==> src/rtl/cpu_clock_gen.sv <==
// cpu_clock_gen: programmable power-of-two divider for the CPU clock with a
// glitch-free stop/hold in the low phase, used for halt and single-step.
// Ports: clk_in (oscillator), arst (async reset, active-low), clk_sel (half-period
// select, H = 2^clk_sel), stop_clk (async hold request), clk_out (divided clock,
// flop-driven), stopped (clk_out is being held low by a stop request).
module cpu_clock_gen (
  input  logic       clk_in,
  input  logic       arst,
  input  logic [2:0] clk_sel,
  input  logic       stop_clk,
  output logic       clk_out,
  output logic       stopped
);

  typedef enum logic {
    RUN  = 1'b0,
    HOLD = 1'b1
  } state_t;

  state_t     state;
  state_t     state_nxt;
  logic [7:0] cnt;
  logic [7:0] cnt_nxt;
  logic [2:0] sel_q;
  logic [2:0] sel_nxt;
  logic       clk_nxt;
  logic       stop_m;
  logic       stop_s;
  logic [7:0] half_m1;

  // Terminal count of the half-period counter, H-1 for the active select.
  assign half_m1 = (8'd1 << sel_q) - 8'd1;

  // State register, datapath flops and the stop_clk synchronizer.
  always_ff @(posedge clk_in or negedge arst) begin
    if (!arst) begin
      state   <= RUN;
      cnt     <= '0;
      sel_q   <= '0;
      clk_out <= 1'b0;
      stop_m  <= 1'b0;
      stop_s  <= 1'b0;
    end else begin
      state   <= state_nxt;
      cnt     <= cnt_nxt;
      sel_q   <= sel_nxt;
      clk_out <= clk_nxt;
      stop_m  <= stop_clk;
      stop_s  <= stop_m;
    end
  end

  // Next-state and next-datapath logic.
  always_comb begin
    state_nxt = state;
    cnt_nxt   = cnt;
    sel_nxt   = sel_q;
    clk_nxt   = clk_out;
    case (state)
      RUN: begin
        if (cnt != half_m1) begin
          cnt_nxt = cnt + 8'd1;
        end else if (stop_s && !clk_out) begin
          // The rising toggle is due: suppress it and park with cnt at H-1,
          // so a stop requested during the high phase lets it finish first.
          state_nxt = HOLD;
        end else begin
          cnt_nxt = '0;
          clk_nxt = ~clk_out;
          // New select is adopted only at the falling toggle so a ratio change
          // always starts on a full-period boundary (no runt pulses).
          if (clk_out) begin
            sel_nxt = clk_sel;
          end
        end
      end
      HOLD: begin
        // Release rises immediately on the edge that sees the request gone.
        if (!stop_s) begin
          state_nxt = RUN;
          cnt_nxt   = '0;
          clk_nxt   = 1'b1;
        end
      end
      default: state_nxt = RUN;
    endcase
  end

  // Output decode: stopped is simply the HOLD state flop.
  always_comb begin
    stopped = (state == HOLD);
  end

endmodule

==> config.mk <==
export PLATFORM = sky130hd
export DESIGN_NAME = cpu_clock_gen
export DESIGN_NICKNAME = d
export VERILOG_FILES = /design/src/rtl/cpu_clock_gen.sv
export SDC_FILE = /design/constraint.sdc
export NUM_CORES = 1
export LEC_CHECK = 0
export ABC_AREA = 0
export CAP_MARGIN = 20
export CELL_PAD_IN_SITES_DETAIL_PLACEMENT = 1
export CELL_PAD_IN_SITES_GLOBAL_PLACEMENT = 1
export CORE_MARGIN = 8
export CORE_UTILIZATION = 43
export CTS_BUF_LIST = sky130_fd_sc_hd__clkbuf_16
export DETAILED_ROUTE_END_ITERATION = 10
export PLACE_DENSITY = 0.85
export SLEW_MARGIN = 20
export SYNTH_ARGS = -nofsm -noshare
export SYNTH_HDL_FRONTEND = slang
export SYNTH_SLANG_ARGS = --single-unit
==> constraint.sdc <==
create_clock -name clk_in -period 2.7 [get_ports clk_in]
set_input_delay 0.54 -clock clk_in [delete_from_list [all_inputs] [get_ports clk_in]]
set_output_delay 0.54 -clock clk_in [all_outputs]
set_load 0.05 [all_outputs]
Word level (Yosys, flattened, before mapping)
Index checks and enable logic that the tools add are counted.
{"block": "word_totals", "regBits": 15, "in_bits": 6, "output_inout_bits": 2, "word_cells": 35}
{"block": "op_classes", "n_addsub": 2, "n_eq_ne": 5, "shifts": 1, "muxes": 12, "bitwise_logic": 4, "n_reduce_logical": 5}
{"op": "8-bit two-way mux", "n": 3}
{"op": "8-bit case mux with 2 select lines", "n": 1}
{"op": "8-bit by 1-bit adder with 8-bit output (second input constant)", "n": 1}
{"op": "8-bit inequality test", "n": 1}
{"op": "1-bit by 3-bit left shift with 8-bit output (first input constant)", "n": 1}
{"op": "8-bit by 1-bit subtractor with 8-bit output (second input constant)", "n": 1}
{"op": "1-bit two-way mux", "n": 6}
{"op": "2-bit inequality test (second input constant)", "n": 3}
{"op": "1-bit inverter", "n": 4}
{"op": "1-bit case mux with 2 select lines", "n": 2}
{"op": "4-bit AND reduction", "n": 1}
{"op": "3-bit inequality test (second input constant)", "n": 1}
{"op": "3-bit AND reduction", "n": 1}
{"op": "2-bit AND reduction", "n": 1}
{"op": "1-bit logical AND", "n": 1}
{"op": "1-bit zero test", "n": 1}

Depth between registers and ports, before layout
{"block": "logic_depth", "depth_word": 5, "mapped_depth": 6, "ltp_nobuf": 5}

Worst setup path before layout
OpenSTA, ideal clock, no wires.
{"block": "synth_timing", "path_kind": "register -> register", "from": "register cnt[1]", "to": "register sel_q[0]", "setup_time_ns": 0.125, "arrival_ns": 1.815, "required_time_ns": 2.575, "path_slack_ns": 0.760, "path_stages_with_launch": 6, "period_less_slack_ns": 1.940, "path_cell_list": "dfrtp_1 > nor2b_1 > o211ai_1 > o2111ai_2 > or4_4 > mux2_4"}
{"block": "synth_between", "elab_chain_cells": 3}
{"element": "from (decl)", "line_no": "22", "source": "logic [7:0] cnt;"}
{"element": "from (signal assigned)", "line_no": "45", "source": "cnt <= cnt_nxt;"}
{"element": "8-bit inequality test", "line_no": "61", "source": "if (cnt != half_m1) begin"}
{"element": "1-bit inverter (no source line)"}
{"element": "4-bit AND reduction (no source line)"}
{"element": "to (signal assigned)", "line_no": "46", "source": "sel_q <= sel_nxt;"}
{"element": "to (decl)", "line_no": "24", "source": "logic [2:0] sel_q;"}
Every way passes these cells.
A chain may end at the register's enable or synchronous reset.

Worst setup path after layout
{"block": "layout_timing", "from": "register cnt[1]", "to": "register sel_q[2]"}
The elaborated chain is that of the path after synthesis.

==> summary.md <==
- **count of boundary I/O pins** 8
- **ys flop type** sky130_fd_sc_hd__dfrtp_1
- **relative contribution of the clock network to total power** 0.259
- **number of buffers added by the clock tree synthesis step** 3
- **beginning of the worst register-to-register path** cnt[1]$_DFFE_PN0P_
- **Max Cap Violations** 0
- **distinct cell type count after synthesis** 34
- **Post-DP Area** 957 sq um
- **clock-pin transition on the worst setup and hold timing paths** 50 ps
- **setup-violating endpoint count in the final report** 0
- **Tcrit/Tclk final** 0.787
- **combined flip-flop and latch cell area** 375 sq um
- **sequential-to-total area share from yosys stat** 0.435
- **Slew @ Worst Pin** 657 ps
- **Chip Height** 60.8 microns
- **Overflow after GRT** 0
- **RSZ-0062 raised after global routing** no
- **detailed-placement wirelength estimate** 1.59 mm
- **top-area cell type share of the netlist area** 0.435
- **worst-path fanout max** 7
- **routed vias** 676
- **die span in x** 60.8 microns
- **layout cell share with drive strength beyond 1** 0.176
- **post-DR vias/cell** 5.73
- **clock latency reported for the late side of the worst-skew pair** 250 ps
- **global-route wire length before repair** 3.57 mm
- **Root Buffer Master** sky130_fd_sc_hd__clkbuf_16
- **switching power summed over all nets** 0.422 mW
- **number of port buffers** 7
- **antenna violations before repair** 0
- **arrival time of data at the critical path endpoint** 2260 ps
- **synth warn** 0
- **# clock sinks** 15
- **clock tree from TritonCTS** done
- **Period minus WS final** 2130 ps
- **max_slew headroom** 0.561
- **CP Capture Type** flip-flop
- **top cell types by occurrence after synthesis** sky130_fd_sc_hd__dfrtp_1, sky130_fd_sc_hd__o2bb2ai_1, sky130_fd_sc_hd__inv_1, sky130_fd_sc_hd__xnor2_1
- **Highest Clock Rate** 0.470 GHz
- **share of power burned in combinational logic** 0.350
- **wire length per cell after detailed routing** 17.8 microns
- **power density over the cells** 1040 nW/um^2
- **worst min path class** flip-flop to flip-flop
- **post-synth design cell area** 863 sq um
- **Flop pwr share** 0.391
- **most instantiated library cell after synthesis** sky130_fd_sc_hd__dfrtp_1
- **H-tree depth reported by CTS** 1
- **dominant cells by area after synthesis** sky130_fd_sc_hd__dfrtp_1, sky130_fd_sc_hd__o2bb2ai_1, sky130_fd_sc_hd__mux2_4
- **async set or reset register ratio after synthesis** 1.00
- **effective utilization at floorplan** 0.449
- **Synth Area per Inst** 10.7 sq um
- **post-layout instance area** 1040 sq um
- **die outline area** 3700 sq um
- **diode insertion count for antenna repair** 0
- **gate count after technology mapping** 81
- **leading area contributor after synthesis** sky130_fd_sc_hd__dfrtp_1
- **VDD IR max** 0.594 mV
- **row cnt** 16
- **P&R area growth vs syn** 20.0%
- **post-route DRC violation count** 0
- **ANT nets after route** 0
- **placeable core region** 1920 sq um
- **Gates resized, CTS repair** 0
- **number of flops mapped to enable cells by yosys** 0
- **outcome** completed
- **routed wire length** 2.11 mm
- **standby leakage power** 0.429 nW
- **Synth Register Bits** 15
- **pin count of the biggest net entering global routing** 16
- **maximum clock insertion buffer count** 2
- **Initial DRC Count** 6
- **number of buffers added for setup after CTS** 0
- **final weighted congestion in routability-driven placement** 0.794
- **Nets** 99
- **number of fill cells** 222
- **data required time at the worst endpoint** 2830 ps
- **final hold violation count** 0
- **switch share** 0.390
- **critical path launch point** cnt[1]$_DFFE_PN0P_
- **All-Layer GR Usage** 0.136
- **Synth Net Count** 88
- **CTS hold repair buffers** 0
- **clk_skew** 5.50 ps
- **start point of the worst min-delay path** stop_m$_DFF_PN0_
- **Sum Neg Setup Slack** 0 ps
- **number of pins with negative max-slew slack in the final report** 0
- **class of the most critical setup path** flip-flop to flip-flop
- **vias in the first global route** 786
- **Pint** 0.660 mW
- **startpoint class of the critical path** flip-flop
- **area used by multi-input combinational logic** 440 sq um
- **Initial DRT Pass Iterations** 4
-- layout make-up --
cell class / count / area share
inverters: 6 / 0.0217
repair buffers: 9 / 0.0821
well taps: 27 / 0.0326
clock buffers: 3 / 0.0725
multi-input cells: 57 / 0.425
flip-flops and latches: 15 / 0.362
clock inverters: 1 / 0.00362
-- logic make-up (layout without fill, tap and decap cells) --
family | Yosys count | in the layout | share of synthesized area
and+or+nand+nor | 23 | 23 | 0.145
muxes | 3 | 3 | 0.0522
xor gates and xnor gates | 6 | 6 | 0.0609
adders and majority gates | 2 | 2 | 0.0261
DFF | 15 | 15 | 0.435
AOI/OAI and AO/OA | 23 | 23 | 0.226
buffers and inverters | 9 | 19 | 0.0551
-- layout by cell type, fill, tap and decap left out, types with 2 or more instances in the layout --
cell,count
sky130_fd_sc_hd__a21oi_1,3
sky130_fd_sc_hd__a31oi_1,2
sky130_fd_sc_hd__and3_1,2
sky130_fd_sc_hd__buf_4,2
sky130_fd_sc_hd__clkbuf_16,3
sky130_fd_sc_hd__clkdlybuf4s50_1,7
sky130_fd_sc_hd__dfrtp_1,15
sky130_fd_sc_hd__inv_1,6
sky130_fd_sc_hd__mux2_4,3
sky130_fd_sc_hd__nand2_1,4
sky130_fd_sc_hd__nand3_1,3
sky130_fd_sc_hd__nor2_1,4
sky130_fd_sc_hd__nor2b_1,2
sky130_fd_sc_hd__nor3_1,3
sky130_fd_sc_hd__o21ai_0,2
sky130_fd_sc_hd__o2bb2ai_1,8
sky130_fd_sc_hd__xnor2_1,5
-- flip-flops by register name (all words and copies together) (netlist names) --
name     count
clk_out      1
stop_m       1
sel_q        3
stopped      1
stop_s       1
cnt          8
-- worst paths after layout --
path	depth (start not counted)	to	slack [ps]
max	5	sel_q[2]$_DFFE_PN0P_	570
min	0	stop_s$_DFF_PN0_	350
max reg2reg	5	sel_q[2]$_DFFE_PN0P_	570
min reg2reg	0	stop_s$_DFF_PN0_	350
max in group asynchronous	1	cnt[1]$_DFFE_PN0P_	1580
min in group asynchronous	1	clk_out$_DFFE_PN0P_	700
-- routing by layer --
| layer | global-route usage | vias to the layer above | share of wire |
|---|---|---|---|
| met2 | 0.240 | 9 | 0.52 |
| met5 | 0 | - | 0 |
| met1 | 0.144 | 338 | 0.42 |
| met4 | 0.0698 | 0 | 0.029 |
| met3 | 0.0381 | 9 | 0.025 |
| li1 | - | 320 | - |
-- worst max-delay path, cell delays in order (launching register included) --
cell	delay (ps)
sky130_fd_sc_hd__dfrtp_1	470
sky130_fd_sc_hd__inv_2	60
sky130_fd_sc_hd__a2111oi_2	380
sky130_fd_sc_hd__a31oi_1	170
sky130_fd_sc_hd__or4_4	610
sky130_fd_sc_hd__mux2_4	320
-- power groups by stage --
stage / Clock (mW) / Sequential (mW) / Combinational (mW)
2_1_floorplan: 0 / 0.376 / 0.304
3_3_place_gp: 0 / 0.412 / 0.347
3_5_place_dp: 0 / 0.421 / 0.378
4_1_cts: 0.288 / 0.421 / 0.383
5_1_grt: 0.300 / 0.438 / 0.421
6_report: 0.280 / 0.423 / 0.379
-- per-stage QoR --
stage          instances  setup WS [ps]  utilization  hold WS, ps  total power, mW
2_1_floorplan         81            760            -          244            0.680
3_3_place_gp         114            714        0.498          334            0.759
3_5_place_dp         114            584        0.498          352            0.800
4_1_cts              118            567        0.539          362             1.09
5_1_grt              118            512        0.539          365             1.16
6_report             118            574        0.539          354             1.08
(Power assumes the default switching activity.)
